### config.mk
export PLATFORM = sky130hd
export DESIGN_NAME = q_max_sequencer_flat
export DESIGN_NICKNAME = d
export VERILOG_FILES = /design/src/rtl/q_max_sequencer_if.sv /design/src/rtl/q_max_sequencer.sv /design/src/flat_wrapper.sv
export SDC_FILE = /design/constraint.sdc
export NUM_CORES = 1
export LEC_CHECK = 0
export CAP_MARGIN = 15
export CORE_MARGIN = 2
export CORE_UTILIZATION = 35
export DETAILED_ROUTE_END_ITERATION = 7
export GPL_TIMING_DRIVEN = 1
export PLACE_DENSITY_LB_ADDON = 0.1
export SLEW_MARGIN = 20
export SYNTH_ARGS = -nofsm -noshare
export SYNTH_HDL_FRONTEND = slang
export SYNTH_SLANG_ARGS = --single-unit
### constraint.sdc
create_clock -name clk -period 8 [get_ports clk]
set_clock_uncertainty 0.1 [all_clocks]
set_input_delay 1.6 -clock clk [delete_from_list [all_inputs] [get_ports clk]]
set_output_delay 1.6 -clock clk [all_outputs]
set_load 0.01 [all_outputs]
### src/rtl/q_max_sequencer_if.sv
// Handshake/bus bundle between the decision controller, the Q-table read
// port and the policy generator. The slave view is the sequencer itself.
interface q_max_sequencer_if #(
  parameter int L_WIDTH = 4,
  parameter int Q_WIDTH = 16,
  parameter int S_WIDTH = 8
);
  localparam int A_DUR_WIDTH = L_WIDTH / 2;
  localparam int ADDR_WIDTH  = S_WIDTH + 2 + A_DUR_WIDTH;

  logic                          start;
  logic [S_WIDTH-1:0]            state_in;
  logic [1:0]                    road_in;
  logic                          sel_in;
  logic                          q_rd_en;
  logic [ADDR_WIDTH-1:0]         q_rd_addr;
  logic signed [Q_WIDTH-1:0]     q_rd_data;
  logic signed [Q_WIDTH-1:0]     Q_max;
  logic [A_DUR_WIDTH-1:0]        A_dur_best;
  logic [1:0]                    A_road;
  logic                          A_sel;
  logic                          busy;
  logic                          done;

  modport slave (
    input  start, state_in, road_in, sel_in, q_rd_data,
    output q_rd_en, q_rd_addr, Q_max, A_dur_best, A_road, A_sel, busy, done
  );

  modport master (
    output start, state_in, road_in, sel_in, q_rd_data,
    input  q_rd_en, q_rd_addr, Q_max, A_dur_best, A_road, A_sel, busy, done
  );
endinterface

### src/rtl/q_max_sequencer.sv
// Per-decision controller: latches state/road/explore on start, reads the
// N_LEVEL duration Q-values for that state/road one per cycle, tracks the
// signed maximum (lowest index wins ties) and presents the result with a
// one-cycle done strobe. All outputs come straight from registers.
module q_max_sequencer #(
  parameter int L_WIDTH = 4,
  parameter int Q_WIDTH = 16,
  parameter int S_WIDTH = 8
) (
  input  logic              clk,
  input  logic              rst,
  q_max_sequencer_if.slave  bus
);
  localparam int A_DUR_WIDTH = L_WIDTH / 2;
  localparam int N_LEVEL     = 1 << A_DUR_WIDTH;
  localparam int ADDR_WIDTH  = S_WIDTH + 2 + A_DUR_WIDTH;
  localparam logic [A_DUR_WIDTH-1:0] CNT_LAST = A_DUR_WIDTH'(N_LEVEL - 1);

  typedef enum logic [1:0] {
    S_IDLE  = 2'd0,
    S_READ  = 2'd1,
    S_DRAIN = 2'd2,
    S_DONE  = 2'd3
  } state_t;

  state_t                    r_state, w_next;
  logic [S_WIDTH-1:0]        r_st, w_st;
  logic [1:0]                r_road, w_road;
  logic                      r_sel, w_sel;
  logic [A_DUR_WIDTH-1:0]    r_cnt, w_cnt;

  logic                      r_rd_en;
  logic [ADDR_WIDTH-1:0]     r_rd_addr;
  logic                      r_vld;
  logic [A_DUR_WIDTH-1:0]    r_ret_idx;
  logic signed [Q_WIDTH-1:0] r_run_max, w_run_max;
  logic [A_DUR_WIDTH-1:0]    r_run_idx, w_run_idx;

  logic signed [Q_WIDTH-1:0] r_q_max;
  logic [A_DUR_WIDTH-1:0]    r_a_dur;
  logic [1:0]                r_a_road;
  logic                      r_a_sel;
  logic                      r_busy;
  logic                      r_done;

  // Next state, context latch on accepted start, and read-duration counter.
  always_comb begin
    w_next = r_state;
    w_st   = r_st;
    w_road = r_road;
    w_sel  = r_sel;
    w_cnt  = r_cnt;
    case (r_state)
      S_IDLE: begin
        if (bus.start) begin
          w_next = S_READ;
          w_st   = bus.state_in;
          w_road = bus.road_in;
          w_sel  = bus.sel_in;
          w_cnt  = {A_DUR_WIDTH{1'b0}};
        end else begin
          w_next = S_IDLE;
        end
      end
      S_READ: begin
        // r_cnt is the duration of the read being issued in this cycle
        if (r_cnt == CNT_LAST) begin
          w_next = S_DRAIN;
        end else begin
          w_next = S_READ;
          w_cnt  = r_cnt + A_DUR_WIDTH'(1'b1);
        end
      end
      S_DRAIN: w_next = S_DONE;
      S_DONE:  w_next = S_IDLE;
      default: w_next = S_IDLE;
    endcase
  end

  // Running signed maximum; duration 0 loads unconditionally, later values only if strictly greater.
  always_comb begin
    w_run_max = r_run_max;
    w_run_idx = r_run_idx;
    if (r_vld) begin
      if ((r_ret_idx == {A_DUR_WIDTH{1'b0}}) || (bus.q_rd_data > r_run_max)) begin
        w_run_max = bus.q_rd_data;
        w_run_idx = r_ret_idx;
      end else begin
        w_run_max = r_run_max;
        w_run_idx = r_run_idx;
      end
    end else begin
      w_run_max = r_run_max;
      w_run_idx = r_run_idx;
    end
  end

  // FSM state register and latched decision context.
  always_ff @(posedge clk or posedge rst) begin
    if (rst) begin
      r_state <= S_IDLE;
      r_st    <= {S_WIDTH{1'b0}};
      r_road  <= 2'b00;
      r_sel   <= 1'b0;
      r_cnt   <= {A_DUR_WIDTH{1'b0}};
    end else begin
      r_state <= w_next;
      r_st    <= w_st;
      r_road  <= w_road;
      r_sel   <= w_sel;
      r_cnt   <= w_cnt;
    end
  end

  // Read port, returning-data tracking, status strobes and result registers.
  always_ff @(posedge clk or posedge rst) begin
    if (rst) begin
      r_rd_en   <= 1'b0;
      r_rd_addr <= {ADDR_WIDTH{1'b0}};
      r_vld     <= 1'b0;
      r_ret_idx <= {A_DUR_WIDTH{1'b0}};
      r_run_max <= {Q_WIDTH{1'b0}};
      r_run_idx <= {A_DUR_WIDTH{1'b0}};
      r_q_max   <= {Q_WIDTH{1'b0}};
      r_a_dur   <= {A_DUR_WIDTH{1'b0}};
      r_a_road  <= 2'b00;
      r_a_sel   <= 1'b0;
      r_busy    <= 1'b0;
      r_done    <= 1'b0;
    end else begin
      r_rd_en   <= (w_next == S_READ);
      // address is forced to zero whenever no read is issued
      r_rd_addr <= (w_next == S_READ) ? {w_st, w_road, w_cnt} : {ADDR_WIDTH{1'b0}};
      // data for a read issued this cycle arrives next cycle, tagged with its duration
      r_vld     <= r_rd_en;
      r_ret_idx <= r_rd_addr[A_DUR_WIDTH-1:0];
      r_run_max <= w_run_max;
      r_run_idx <= w_run_idx;
      r_busy    <= (w_next == S_READ) || (w_next == S_DRAIN);
      r_done    <= (w_next == S_DONE);
      // results change only on entry to DONE and then hold until the next one
      if (w_next == S_DONE) begin
        r_q_max  <= w_run_max;
        r_a_dur  <= w_run_idx;
        r_a_road <= r_road;
        r_a_sel  <= r_sel;
      end else begin
        r_q_max  <= r_q_max;
        r_a_dur  <= r_a_dur;
        r_a_road <= r_a_road;
        r_a_sel  <= r_a_sel;
      end
    end
  end

  assign bus.q_rd_en    = r_rd_en;
  assign bus.q_rd_addr  = r_rd_addr;
  assign bus.Q_max      = r_q_max;
  assign bus.A_dur_best = r_a_dur;
  assign bus.A_road     = r_a_road;
  assign bus.A_sel      = r_a_sel;
  assign bus.busy       = r_busy;
  assign bus.done       = r_done;
endmodule
### src/flat_wrapper.sv
// flat-port wrapper written by rule: the top's interface ports become plain ports
module q_max_sequencer_flat 
#(
  parameter int L_WIDTH = 4,
  parameter int Q_WIDTH = 16,
  parameter int S_WIDTH = 8
)
  (clk, rst, bus_start, bus_state_in, bus_road_in, bus_sel_in, bus_q_rd_data, bus_q_rd_en, bus_q_rd_addr, bus_Q_max, bus_A_dur_best, bus_A_road, bus_A_sel, bus_busy, bus_done);
  q_max_sequencer_if #(.L_WIDTH(L_WIDTH), .Q_WIDTH(Q_WIDTH), .S_WIDTH(S_WIDTH)) bus_i ();
  input  logic clk;
  input  logic rst;
  input wire logic [$bits(bus_i.start)-1:0] bus_start;
  input wire logic [$bits(bus_i.state_in)-1:0] bus_state_in;
  input wire logic [$bits(bus_i.road_in)-1:0] bus_road_in;
  input wire logic [$bits(bus_i.sel_in)-1:0] bus_sel_in;
  input wire logic [$bits(bus_i.q_rd_data)-1:0] bus_q_rd_data;
  output wire logic [$bits(bus_i.q_rd_en)-1:0] bus_q_rd_en;
  output wire logic [$bits(bus_i.q_rd_addr)-1:0] bus_q_rd_addr;
  output wire logic [$bits(bus_i.Q_max)-1:0] bus_Q_max;
  output wire logic [$bits(bus_i.A_dur_best)-1:0] bus_A_dur_best;
  output wire logic [$bits(bus_i.A_road)-1:0] bus_A_road;
  output wire logic [$bits(bus_i.A_sel)-1:0] bus_A_sel;
  output wire logic [$bits(bus_i.busy)-1:0] bus_busy;
  output wire logic [$bits(bus_i.done)-1:0] bus_done;
  assign bus_i.start = bus_start;
  assign bus_i.state_in = bus_state_in;
  assign bus_i.road_in = bus_road_in;
  assign bus_i.sel_in = bus_sel_in;
  assign bus_i.q_rd_data = bus_q_rd_data;
  assign bus_q_rd_en = bus_i.q_rd_en;
  assign bus_q_rd_addr = bus_i.q_rd_addr;
  assign bus_Q_max = bus_i.Q_max;
  assign bus_A_dur_best = bus_i.A_dur_best;
  assign bus_A_road = bus_i.A_road;
  assign bus_A_sel = bus_i.A_sel;
  assign bus_busy = bus_i.busy;
  assign bus_done = bus_i.done;
  q_max_sequencer #(.L_WIDTH(L_WIDTH), .Q_WIDTH(Q_WIDTH), .S_WIDTH(S_WIDTH)) u_core (.clk(clk), .rst(rst), .bus(bus_i));
endmodule
==> results of run 1 <==
synth_stat cells:
library cell   n  area share
buf_2          1      0.0016
a221o_1        2      0.0062
a22o_1         2      0.0054
and2_1        14       0.027
a2111oi_0      1      0.0027
a211oi_1       1      0.0023
nand4_1        2      0.0039
or3_1          2      0.0039
buf_6          2      0.0070
a21o_1         2      0.0047
o41a_1         1      0.0035
nand2_1       20       0.023
a21oi_1       23       0.036
or3b_2         1      0.0027
buf_1          2      0.0023
nor3_1         3      0.0047
inv_1         37       0.043
o31a_1        16       0.044
o21ai_0       36       0.056
nor2_1        23       0.027
o21ai_1        1      0.0016
mux2_2        11       0.038
ha_1          17       0.066
nand2b_1       2      0.0039
o221a_1        1      0.0035
dfrtp_1       72        0.56
nor2b_1        1      0.0019
a31oi_1        1      0.0019
o211ai_1       1      0.0023
clkbuf_1      10       0.012
or2_1          1      0.0019
power breakdown:
| part | leakage (nW) | internal [W] | switching (W) |
|---|---|---|---|
| combinational | 0.905 | 0.000326 | 0.000341 |
| clock | 0.0822 | 0.000114 | 0.000149 |
| sequential | 0.877 | 0.000535 | 0.0000824 |
stage by stage:
stage | hold WS (ns) | power [W] | instances
after floorplan | 0.316 | 0.00102 | 309
after global placement | 0.258 | 0.00129 | 470
after detailed placement | 0.266 | 0.00130 | 470
after CTS | 0.296 | 0.00157 | 486
after global routing | 0.307 | 0.00168 | 486
final | 0.295 | 0.00155 | 486
per-layer routing:
metal | GRT usage | up-vias
met3 | 0.0557 | 8
met4 | 0.0443 | 0
li1 | - | 1175
met1 | 0.197 | 1136
met5 | 0 | -
met2 | 0.232 | 58
logic make-up (layout without fill, tap and decap cells):
logic type                 count (synthesis)  after routing  synth area share
AOI/OAI and AO/OA                         88             88             0.170
adders and majority gates                 17             17            0.0661
muxes                                     11             11            0.0385
and+or+nand+nor                           69             69             0.100
DFF                                       72             72             0.560
buffers and inverters                     52            121            0.0657
worst max path at each step:
stage | to | slack (ns) | cells after the start
final | u_core.r_run_max[6] | 3.61 | 8
after global routing | u_core.r_run_max[5] | 3.40 | 8
after CTS | u_core.r_run_max[6] | 3.44 | 8
after detailed placement | u_core.r_run_max[6] | 3.07 | 8
after global placement | u_core.bus.A_dur_best[1] | 3.12 | 8
after floorplan | u_core.bus.A_dur_best[0] | 4.02 | 9
layout by cell type (no fill, tap or decap), types with 3 or more instances in the layout:
master and count:
a21oi_1 23, and2_1 14, buf_4 3, clkbuf_8 9, clkdlybuf4s50_1 65, clkinvlp_4 3
dfrtp_1 72, ha_1 17, inv_1 36, mux2_2 11, nand2_1 20, nor2_1 23
nor3_1 3, o21ai_0 36, o31a_1 16
state kept, by name, indices dropped and copies added (netlist names), 2 cells and up:
register and flops:
u_core.r_st 8, u_core.bus.A_road 2, u_core.bus.A_dur_best 2, u_core.r_ret_idx 2
u_core.bus.q_rd_addr 12, u_core.r_run_idx 2, u_core.r_road 2, u_core.r_run_max 16
u_core.r_cnt 2, u_core.bus.Q_max 16, u_core.r_state 2
area by class of cell:
class	count	area, sq um	area share
clock buffer	9	124	0.0299
tap	108	135	0.0326
inverter	37	139	0.0335
multi-input combinational	185	1220	0.294
clock inverter	7	53.8	0.0130
sequential	72	1800	0.435
timing repair buffer	68	673	0.162
==> metrics, run 1 <==
setup repair bufs after CTS=0; Seq/Total Area, Yosys=0.560; reg2reg end=u_core.r_run_max[6]; antenna viol nets, final=0; Final WS setup=3.61 ns; highest routed metal layer=met4; Arr. time, crit path=4.48 ns; WS Path Type=in -> reg; root buf cell=clkbuf_8; end of the worst hold path=u_core.r_ret_idx[1]; FP Rows=34; clk_lat worst skew=0.35 ns; routed wl met2=3230 um; fin area=4140 sq um; Worst Hold Path Cells=0; cts hold-fix bufs=0; hold wc startpoint=u_core.bus.q_rd_addr[1]; FILL cells=819; CP max FO=33; DR iter-0 viols=91; reg2reg path depth=8; leak pwr=1.86 nW; clock transition at the registers of the reported paths=0.09 ns; max_cap viols=0; f_max=228 MHz; crit path cell chain=clkdlybuf4s50_1 -> ha_1 -> nand4_1 -> or3_1 -> o41a_1 -> o21ai_4 -> or2_1 -> o21ai_0; routed length per instance=14.3 um; core footprint=8810 sq um; IO Pins=66; # resized after CTS=0; GRT Residual Overflow=0; Yosys Warn Count=0; Die ar.=9980 sq um; number of port buffers=65; Ant. Diodes=0; status=completed; delay-heaviest family, CP=simple AND/OR/NAND/NOR gates; Critical Path RT=8.10 ns; Synth Instances=309; setup violators final=0; vias in the first global route=2,347; routability congestion estimate=0.761; R2R setup slack=4.94 ns; Initial Util=0.365; Slew @ Worst Pin=1.00 ns; Worst Setup End Kind=flip-flop; deepest clock path buffer count=2; Routed WL=6950 um; post-layout util=0.470; Synth Net Count=356; placed cell area=3960 sq um; slowest stage delay, CP=0.63 ns; VDD IR max=0.172 mV; initial antenna violation count=0; share of cells above drive strength 1=0.0873; largest net degree at the start of global routing=73; Vias/cell=4.89; Via Count=2,377; DRC viols=0; post-route setup TNS=0 ns; clk sink count=72; pre-CTS setup slack=3.07 ns; Seq cells post-synth=72; CTS H-tree depth=3; Final #Nets=420; crit path time final=4.39 ns; die span in x=99.9 um; Distinct cells, synth=31; Initial DRT Pass Iterations=4; R2R Path Start=u_core.r_run_max[15]; period utilization=0.548; Post-Syn Area=3220 sq um; power per cell area=374 nW/um^2; CTS Buf Count=9; first-pass GRT wire length=11,600 um; HPWL after detailed placement=4620 um; critical path startpoint category=input port; RSZ-0062 raised after global routing=false; Buf/Inv on CP=1; Hold Vio Cnt, Final=0; M1 WL=3220 um; clock tree from TritonCTS=built; Syn Area/Cell=10.4 sq um; CP startpoint=bus_q_rd_data[15]; GRT Util Overall=0.150; CP max stage cell=or2_1; Worst Hold Class=reg -> reg; Max-slew headroom=0.329; P&R area growth vs syn=28.7%; met3 WL post-DR=412 um; Slew Viols, Final=0; Die H=99.9 um
Power figures use the tool's default switching activity.
==> inputs of run 2 (changes only) <==
Clock period 8 ns to 4.15 ns, I/O delays scaled along.
==> metrics, run 2 (synthesis gave the netlist of run 1 again) <==
Hold Vio Cnt, Final=0 (unchanged); GRT Util Overall=0.149 (-0.000290); Die ar.=9980 sq um (unchanged); status=completed; reg2reg path depth=9 (+1); number of port buffers=65 (unchanged); power per cell area=733 nW/um^2 (+96%); Max-slew headroom=0.456 (+0.126); CTS Buf Count=9 (unchanged); leak pwr=1.91 nW (+2.5%); DR iter-0 viols=77 (-15%); Worst Setup End Kind=flip-flop; first-pass GRT wire length=11,700 um (+0.95%); post-route setup TNS=0 ns (unchanged); clk_lat worst skew=0.34 ns (about the same); FP Rows=34 (unchanged); largest net degree at the start of global routing=42 (-42%); routed length per instance=14.2 um (-0.46%); f_max=297 MHz; CP max FO=12 (-64%); Critical Path RT=4.31 ns (-3.79 ns); Slew @ Worst Pin=0.816 ns (-0.187 ns); Die H=99.9 um (unchanged); IO Pins=66 (unchanged); setup repair bufs after CTS=0 (unchanged); clock tree from TritonCTS=built; post-layout util=0.478 (+0.00710); share of cells above drive strength 1=0.0992 (+0.0119); CTS H-tree depth=3 (unchanged); Routed WL=6980 um (+0.56%); WS Path Type=in -> reg; DRC viols=0 (unchanged); period utilization=0.810; die span in x=99.9 um (unchanged); Final #Nets=425 (+1.2%); Ant. Diodes=0 (unchanged); initial antenna violation count=0 (unchanged); crit path time final=3.36 ns; cts hold-fix bufs=0 (unchanged); Arr. time, crit path=3.52 ns (-0.96 ns); GRT Residual Overflow=0 (unchanged); VDD IR max=0.268 mV (+56%); root buf cell=clkbuf_8; Slew Viols, Final=0 (unchanged); max_cap viols=0 (unchanged); clock transition at the registers of the reported paths=0.08 ns (about the same); clk sink count=72 (unchanged); most common cell after layout, fill and taps aside=dfrtp_1; vias in the first global route=2,421 (+3.2%); routability congestion estimate=0.735 (-3.4%); core footprint=8810 sq um (unchanged); P&R area growth vs syn=30.7%; Worst Hold Class=reg -> reg; antenna viol nets, final=0 (unchanged); Initial DRT Pass Iterations=4 (unchanged); critical path startpoint category=input port; Vias/cell=4.87 (-0.48%); most frequent cells in the layout=dfrtp_1, clkdlybuf4s50_1, inv_1, o21ai_0; # resized after CTS=0 (unchanged); Worst Hold Path Cells=0 (unchanged); Initial Util=0.365 (unchanged); HPWL after detailed placement=4880 um (+5.7%); Via Count=2,390 (+0.55%); FILL cells=844 (+3.1%); RSZ-0062 raised after global routing=false; deepest clock path buffer count=2 (unchanged); setup violators final=0 (unchanged)
## run 2: cell count changes in the layout (fill, tap and decap cells not counted)
cell,delta
buf_4,+5
clkinvlp_4,-2
inv_8,+2
bufinv_16,+1
clkinv_2,-1
o21ai_2,+1
o21ai_4,-1
## run 2: final cells by class
cell class	count	area, sq um	area share
flip-flops and latches	72	1800	0.428
multi-input cells	185	1210	0.287
repair buffers	73	711	0.169
inverters	37	139	0.0330
well taps	108	135	0.0321
clock buffers	9	124	0.0295
clock inverters	7	86.3	0.0205
## run 2: metal layers
layer | global-route usage | vias up | part of all wire
met5 | 0 | - | 0
met4 | 0.0601 | 0 | 0.0095
met3 | 0.0390 | 4 | 0.046
met2 | 0.233 | 39 | 0.47
met1 | 0.199 | 1159 | 0.48
li1 | - | 1188 | -
## run 2: report_power, final
group,internal [W],switching [W]
Clock,0.000291,0.000294
Combinational,0.000649,0.000662
Sequential,0.00103,0.000155
## run 2: worst max-delay path: stages
cell	delay, ns
clkdlybuf4s50_1	0.45
ha_1	0.32
nand4_1	0.11
or3_1	0.39
or3_1	0.38
o221a_1	0.30
or2_1	0.35
buf_4	0.23
o21ai_0	0.17
## run 2: through the flow
| stage | setup slack [ns] | hold WS (ns) | instances | instance area [sq um] | power [W] |
|---|---|---|---|---|---|
| after floorplan | 0.936 | 0.316 | 309 | 3220 | 0.00196 |
| after global placement | 0.489 | 0.259 | 475 | 4000 | 0.00251 |
| after detailed placement | 0.416 | 0.264 | 475 | 4000 | 0.00253 |
| after CTS | 0.778 | 0.284 | 491 | 4210 | 0.00313 |
| after global routing | 0.622 | 0.309 | 491 | 4210 | 0.00335 |
| final | 0.787 | 0.279 | 491 | 4210 | 0.00308 |
## run 2: path summary, 6_finish.rpt
path | slack (ns) | to | from
min in group asynchronous | 0.86 | u_core.r_road[1] | rst
worst min-delay path | 0.28 | u_core.r_ret_idx[1] | u_core.bus.q_rd_addr[1]
worst max register to register | 1.37 | u_core.r_run_max[7] | u_core.r_run_max[15]
max in group asynchronous | 2.32 | u_core.r_vld | rst
worst max-delay path | 0.79 | u_core.r_run_max[7] | bus_q_rd_data[15]
worst min register to register | 0.28 | u_core.r_ret_idx[1] | u_core.bus.q_rd_addr[1]
